==> src/rtl/wb_arbiter_pkg.sv <==
// Shared writeback constants, used by the arbiter, the register file and the hazard unit.
package wb_arbiter_pkg;

    localparam int DATA_W_DEF = 32;
    localparam int ADDR_W_DEF = 5;
    localparam int REG_ZERO   = 0;

    // Which source drives the register-file write port in the next cycle.
    typedef enum logic [1:0] {
        SEL_IDLE        = 2'd0,
        SEL_PRIMARY     = 2'd1,
        SEL_FIFO_LIVE   = 2'd2,
        SEL_FIFO_KILLED = 2'd3
    } wb_sel_e;

endpackage

==> src/rtl/wb_fifo.sv <==
// Circular buffer of secondary writebacks with per-entry live bits,
// kill-by-address, and two address-match queries over live entries.
module wb_fifo
    import wb_arbiter_pkg::*;
#(
    parameter int DEPTH  = 4,
    parameter int ADDR_W = ADDR_W_DEF,
    parameter int DATA_W = DATA_W_DEF
) (
    input  logic                     clk,
    input  logic                     rst,
    input  logic                     push_i,
    input  logic [ADDR_W-1:0]        push_addr_i,
    input  logic [DATA_W-1:0]        push_data_i,
    input  logic                     pop_i,
    input  logic                     kill_i,
    input  logic [ADDR_W-1:0]        kill_addr_i,
    input  logic [ADDR_W-1:0]        q1_addr_i,
    input  logic [ADDR_W-1:0]        q2_addr_i,
    output logic                     hit1_o,
    output logic                     hit2_o,
    output logic                     head_live_o,
    output logic [ADDR_W-1:0]        head_addr_o,
    output logic [DATA_W-1:0]        head_data_o,
    output logic [$clog2(DEPTH):0]   count_o,
    output logic                     empty_o
);

    localparam int PTR_W = $clog2(DEPTH);
    localparam int CNT_W = PTR_W + 1;

    logic [DEPTH-1:0]  live_q, live_d;
    logic [ADDR_W-1:0] addr_q [DEPTH];
    logic [DATA_W-1:0] data_q [DEPTH];
    logic [PTR_W-1:0]  wr_ptr_q, wr_ptr_d;
    logic [PTR_W-1:0]  rd_ptr_q, rd_ptr_d;
    logic [CNT_W-1:0]  count_q, count_d;

    // Live bits stay zero on empty slots, so the hit queries need no occupancy mask.
    always_comb begin
        live_d = live_q;
        if (kill_i) begin
            for (int i = 0; i < DEPTH; i++) begin
                if (addr_q[i] == kill_addr_i) live_d[i] = 1'b0;
            end
        end
        if (pop_i) live_d[rd_ptr_q] = 1'b0;
        if (push_i) live_d[wr_ptr_q] = !(kill_i && (push_addr_i == kill_addr_i));
    end

    always_comb begin
        wr_ptr_d = push_i ? wr_ptr_q + PTR_W'(1) : wr_ptr_q;
        rd_ptr_d = pop_i  ? rd_ptr_q + PTR_W'(1) : rd_ptr_q;
        count_d  = count_q + CNT_W'(push_i) - CNT_W'(pop_i);
    end

    always_ff @(posedge clk) begin
        if (rst) begin
            live_q   <= '0;
            wr_ptr_q <= '0;
            rd_ptr_q <= '0;
            count_q  <= '0;
        end else begin
            live_q   <= live_d;
            wr_ptr_q <= wr_ptr_d;
            rd_ptr_q <= rd_ptr_d;
            count_q  <= count_d;
        end
    end

    always_ff @(posedge clk) begin
        if (!rst && push_i) begin
            addr_q[wr_ptr_q] <= push_addr_i;
            data_q[wr_ptr_q] <= push_data_i;
        end
    end

    always_comb begin
        hit1_o = 1'b0;
        hit2_o = 1'b0;
        for (int i = 0; i < DEPTH; i++) begin
            if (live_q[i] && (addr_q[i] == q1_addr_i)) hit1_o = 1'b1;
            if (live_q[i] && (addr_q[i] == q2_addr_i)) hit2_o = 1'b1;
        end
        if (q1_addr_i == ADDR_W'(REG_ZERO)) hit1_o = 1'b0;
        if (q2_addr_i == ADDR_W'(REG_ZERO)) hit2_o = 1'b0;
    end

    assign head_live_o = live_q[rd_ptr_q];
    assign head_addr_o = addr_q[rd_ptr_q];
    assign head_data_o = data_q[rd_ptr_q];
    assign count_o     = count_q;
    assign empty_o     = (count_q == '0);

endmodule

==> src/rtl/wb_arbiter.sv <==
// Register-file writeback arbiter: the in-order primary result always wins,
// long-latency secondary results drain from a FIFO when the primary is idle.
module wb_arbiter
    import wb_arbiter_pkg::*;
#(
    parameter int DATA_W = DATA_W_DEF,
    parameter int ADDR_W = ADDR_W_DEF,
    parameter int DEPTH  = 4
) (
    input  logic                   clk,
    input  logic                   rst,
    input  logic                   p_valid,
    input  logic [ADDR_W-1:0]      p_waddr,
    input  logic [DATA_W-1:0]      p_wdata,
    input  logic                   s_valid,
    output logic                   s_ready,
    input  logic [ADDR_W-1:0]      s_waddr,
    input  logic [DATA_W-1:0]      s_wdata,
    input  logic [ADDR_W-1:0]      raddr1,
    input  logic [ADDR_W-1:0]      raddr2,
    output logic                   pend_hit1,
    output logic                   pend_hit2,
    output logic                   wena,
    output logic [ADDR_W-1:0]      waddr,
    output logic [DATA_W-1:0]      wdata,
    output logic [$clog2(DEPTH):0] count
);

    localparam int CNT_W = $clog2(DEPTH) + 1;

    logic              p_write;
    logic              s_push;
    logic              fifo_pop;
    logic              fifo_empty;
    logic              head_live;
    logic [ADDR_W-1:0] head_addr;
    logic [DATA_W-1:0] head_data;
    logic [CNT_W-1:0]  fifo_count;
    wb_sel_e           sel;

    logic              wena_q, wena_d;
    logic [ADDR_W-1:0] waddr_q, waddr_d;
    logic [DATA_W-1:0] wdata_q, wdata_d;

    // Secondary handshake: a result transfers on any rising edge where
    // s_valid && s_ready; s_ready looks only at the registered occupancy,
    // so a pop in the same cycle never frees a slot early. Results to $0
    // complete the handshake but are discarded.
    assign s_ready  = (fifo_count < CNT_W'(DEPTH)) && !rst;
    assign p_write  = p_valid && (p_waddr != ADDR_W'(REG_ZERO));
    assign s_push   = s_valid && s_ready && (s_waddr != ADDR_W'(REG_ZERO));
    assign fifo_pop = !rst && !p_write && !fifo_empty;

    wb_fifo #(
        .DEPTH  (DEPTH),
        .ADDR_W (ADDR_W),
        .DATA_W (DATA_W)
    ) u_fifo (
        .clk         (clk),
        .rst         (rst),
        .push_i      (s_push),
        .push_addr_i (s_waddr),
        .push_data_i (s_wdata),
        .pop_i       (fifo_pop),
        .kill_i      (p_write),
        .kill_addr_i (p_waddr),
        .q1_addr_i   (raddr1),
        .q2_addr_i   (raddr2),
        .hit1_o      (pend_hit1),
        .hit2_o      (pend_hit2),
        .head_live_o (head_live),
        .head_addr_o (head_addr),
        .head_data_o (head_data),
        .count_o     (fifo_count),
        .empty_o     (fifo_empty)
    );

    always_comb begin
        sel     = SEL_IDLE;
        wena_d  = 1'b0;
        waddr_d = waddr_q;
        wdata_d = wdata_q;
        if (p_write) begin
            sel = SEL_PRIMARY;
        end else if (!fifo_empty) begin
            sel = head_live ? SEL_FIFO_LIVE : SEL_FIFO_KILLED;
        end
        case (sel)
            SEL_PRIMARY: begin
                wena_d  = 1'b1;
                waddr_d = p_waddr;
                wdata_d = p_wdata;
            end
            SEL_FIFO_LIVE: begin
                wena_d  = 1'b1;
                waddr_d = head_addr;
                wdata_d = head_data;
            end
            default: ;
        endcase
    end

    always_ff @(posedge clk) begin
        if (rst) begin
            wena_q  <= 1'b0;
            waddr_q <= '0;
            wdata_q <= '0;
        end else begin
            wena_q  <= wena_d;
            waddr_q <= waddr_d;
            wdata_q <= wdata_d;
        end
    end

    assign wena  = wena_q;
    assign waddr = waddr_q;
    assign wdata = wdata_q;
    assign count = fifo_count;

endmodule

==> config.mk <==
export PLATFORM = sky130hd
export DESIGN_NAME = wb_arbiter
export DESIGN_NICKNAME = d
export VERILOG_FILES = /design/src/rtl/wb_arbiter_pkg.sv /design/src/rtl/wb_fifo.sv /design/src/rtl/wb_arbiter.sv
export SDC_FILE = /design/constraint.sdc
export NUM_CORES = 1
export LEC_CHECK = 0
export ABC_CLOCK_PERIOD_IN_PS = 3200
export BUFFER_PORTS_ARGS = -buffer_cell sky130_fd_sc_hd__buf_2
export CORE_ASPECT_RATIO = 1.1
export CORE_MARGIN = 3
export CORE_UTILIZATION = 57
export CTS_BUF_LIST = sky130_fd_sc_hd__clkbuf_16
export DETAILED_ROUTE_END_ITERATION = 10
export PLACE_DENSITY_LB_ADDON = 0.05
export SETUP_SLACK_MARGIN = 0.5
export SLEW_MARGIN = 20
export SYNTH_ARGS = -nofsm -noshare
export SYNTH_HDL_FRONTEND = slang
export SYNTH_SLANG_ARGS = --single-unit
export TNS_END_PERCENT = 10
==> constraint.sdc <==
create_clock -name clk -period 3.2 [get_ports clk]
set_input_delay 0.32 -clock clk [delete_from_list [all_inputs] [get_ports clk]]
set_output_delay 0.32 -clock clk [all_outputs]
set_load 0.01 [all_outputs]
==> impl_metrics.ini <==
[timing]
setup_slack_ns = 0.779
fin_tns_setup_ns = 0
setup_viol = 0
clock_skew_ns = 0.00959
post-route-min-period_ns = 2.42
fmax_mhz = 413
slew_headroom_pct = 32.6
fin_crit_sh_pct = 75.7
hold_viol_final = 0
grt_setup_unrepaired = false
finalMaxSlewViolations = 0
worst_pin_slew_ns = 1.01

[finish]
drive_above_1_share_pct = 31.3
diodes = 0
area_growth_pct = 16.9
nNetsFinal = 807

[worst_setup_path]
rr_endpoint = wdata[12]
r2r-start = u_fifo.rd_ptr_q[0]
crit_type = primary input to flip-flop
cp-endpoint = waddr[1]
crit_slowest_cell = clkinv_2
cp.arrival_ns = 2.70
path_cells = buf_2, or3_4, o31ai_2, o21a_1, ha_4, clkinv_2, a21oi_1, a221oi_1
start_kind = primary input
worstSetupStartpoint = p_waddr[1]
rr_worst_depth = 6
r2r_slack_ns = 0.79
cp.required_ns = 3.48
slowest_delay_ns = 0.47
crit_fanout = 37
critPathCaptureType = flip-flop

[synthesis]
yosysUniqueCellTypes = 36
yosysWarnings = 0
yosysTopAreaCellShare_pct = 52.0
synthCells = 589
syn_avg_cell_area_um2 = 14.5
post-synth-top-area-cell = edfxtp_1
ys_seq_area_share_pct = 64.0
synth_nets = 688
synth.cell_area_mm2 = 0.00854
synth.area.top_cells = edfxtp_1 52%, dfxtp_1 12%, mux4_2 10%, xor2_1 4.3%, a221oi_1 3.8%
ys_seq_elements = 199

[hold_path]
hold_path.class = primary input to flip-flop
worstHoldStart = s_wdata[2]

[place]
place.gp.congestion = 0.933
portBuffers = 131
dp_hpwl_mm = 13.0
post-place-ws_ns = 0.448

[global_route]
met1_usage_pct = 31.3
met2_usage_pct = 39.8
grt.busiest_layer = met2
track_usage_pct = 24.3
grt_max_degree = 53
overflow = 0
met3_usage_pct = 4.93
antenna_found_initial = 0
grt_pass1_wl_mm = 30.0
first_global_vias = 5522

[floorplan]
coreArea_mm2 = 0.0146
start_util_pct = 58.7
ios = 132
rows = 46
die_x_um = 123
die_y_um = 134
die_area_mm2 = 0.0165

[route]
first_pass_iters = 5
drtIter0Drc = 390
post_drt_wl_per_cell_um = 20.8
num_vias = 5311
wirelength_mm = 19.0
route.detailed.drc = 0
ant_nets = 0
avgViaCountPerCell = 5.82

[cts]
cts_tree = done
cts_sinks = 199
numCtsBuffers = 17
cts_hold_buf = 0
path_clk_slew_ns = 0.07
h-tree-depth = 4
post_cts_buffers = 0
cts_buffer_depth = 2
root_buffer = clkbuf_16
clk_latency_ns = 0.43
cts_resized = 0

[power_and_ir_drop]
cellPowerDensity_mw_per_mm2 = 695
p_leak_uw = 0.00355
ir_worst_vdd_uv = 500

[status]
status = complete, no violations

[run]
drv_cap = 0
critical path, delay by kind of cell:
| kind | cells | cell delay [ns] |
|---|---|---|
| AO/OA/AOI/OAI | 4 | 1.13 |
| buffers and inverters | 2 | 0.64 |
| AND/OR/NAND/NOR | 1 | 0.43 |
| adder cells (fa/ha/maj) | 1 | 0.17 |
cell families after synthesis:
kind of cell | after synthesis | share of synthesized area, %
xor+xnor | 70 | 7.18
buf+inv | 88 | 4.09
mux | 43 | 10.6
fa+ha+maj | 11 | 1.70
compound gates | 90 | 7.51
simple gates | 88 | 4.95
flops | 199 | 64.0
cell usage after synthesis (all sizes together):
master	count
a211oi	1
a21oi	42
a221oi	37
and2	4
buf	13
clkbuf	32
dfxtp	51
edfxtp	148
fa	1
ha	10
inv	43
mux2i	5
mux4	38
nand2	37
nand2b	5
nand3	13
nand4	2
nor2	10
nor2b	2
nor3	1
nor4	9
o21a	4
o311a	1
o31ai	1
o41ai	4
or2	1
or3	2
or4	2
xnor2	28
xor2	42
layout make-up:
cell class                      instances  area, µm²
Multi-Input combinational cell        302       2750
Inverter                               43        163
Sequential cell                       199       5470
Timing Repair Buffer                  145        823
Clock buffer                           17        425
Fill cell                            1029       4570
Clock inverter                         14        121
Tap cell                              192        240
metrics by stage:
stage               hold WS (ns)  total power, µW  utilization [%]  std cells  instance area [µm²]
detailed placement         0.465             5050             64.8        881                 9430
global placement           0.457             4980             64.8        881                 9430
floorplan                  0.419             4400                -        589                 8540
global route              0.0920             7290             68.6        912                 9990
finish                    0.0983             6950             68.6        912                 9990
CTS                       0.0815             6990             68.5        912                 9980
placed cells by master, fill, tap and decap left out, types with 10 or more instances in the layout:
master	n
edfxtp_1	148
buf_2	131
dfxtp_1	49
inv_1	42
xor2_1	42
a21oi_1	42
mux4_2	38
nand2_1	37
a221oi_1	37
xnor2_1	28
clkbuf_16	17
nand3_1	13
nor2_1	10
sequential cells by signal, summed over array words and instances (netlist names), named ones only:
name / flops
u_fifo.count_o: 3
u_fifo.live_q: 4
u_fifo.rd_ptr_q: 2
wdata: 32
u_fifo.data_q: 128
wena: 1
waddr: 5
u_fifo.addr_q: 20
u_fifo.wr_ptr_q: 2
worst min-delay path by stage:
stage	endpoint	cells past startpoint
after global placement	wdata[29]	2
after detailed placement	wdata[20]	2
final	u_fifo.data_q[3][2]	1
after CTS	u_fifo.data_q[0][11]	1
after global routing	u_fifo.data_q[1][0]	1
after floorplan	u_fifo.addr_q[0][0]	0
layer usage:
layer	vias up	wire, µm
li1	2429	-
met1	2642	7540
met2	198	9720
met3	42	1150
met4	0	584
met5	-	0
where the power goes:
| group | switching (µW) | leakage [µW] | internal (µW) |
|---|---|---|---|
| clock | 948 | 0.000261 | 1010 |
| sequential | 192 | 0.00177 | 3090 |
| combinational | 921 | 0.00153 | 779 |
(Power assumes the default switching activity.)
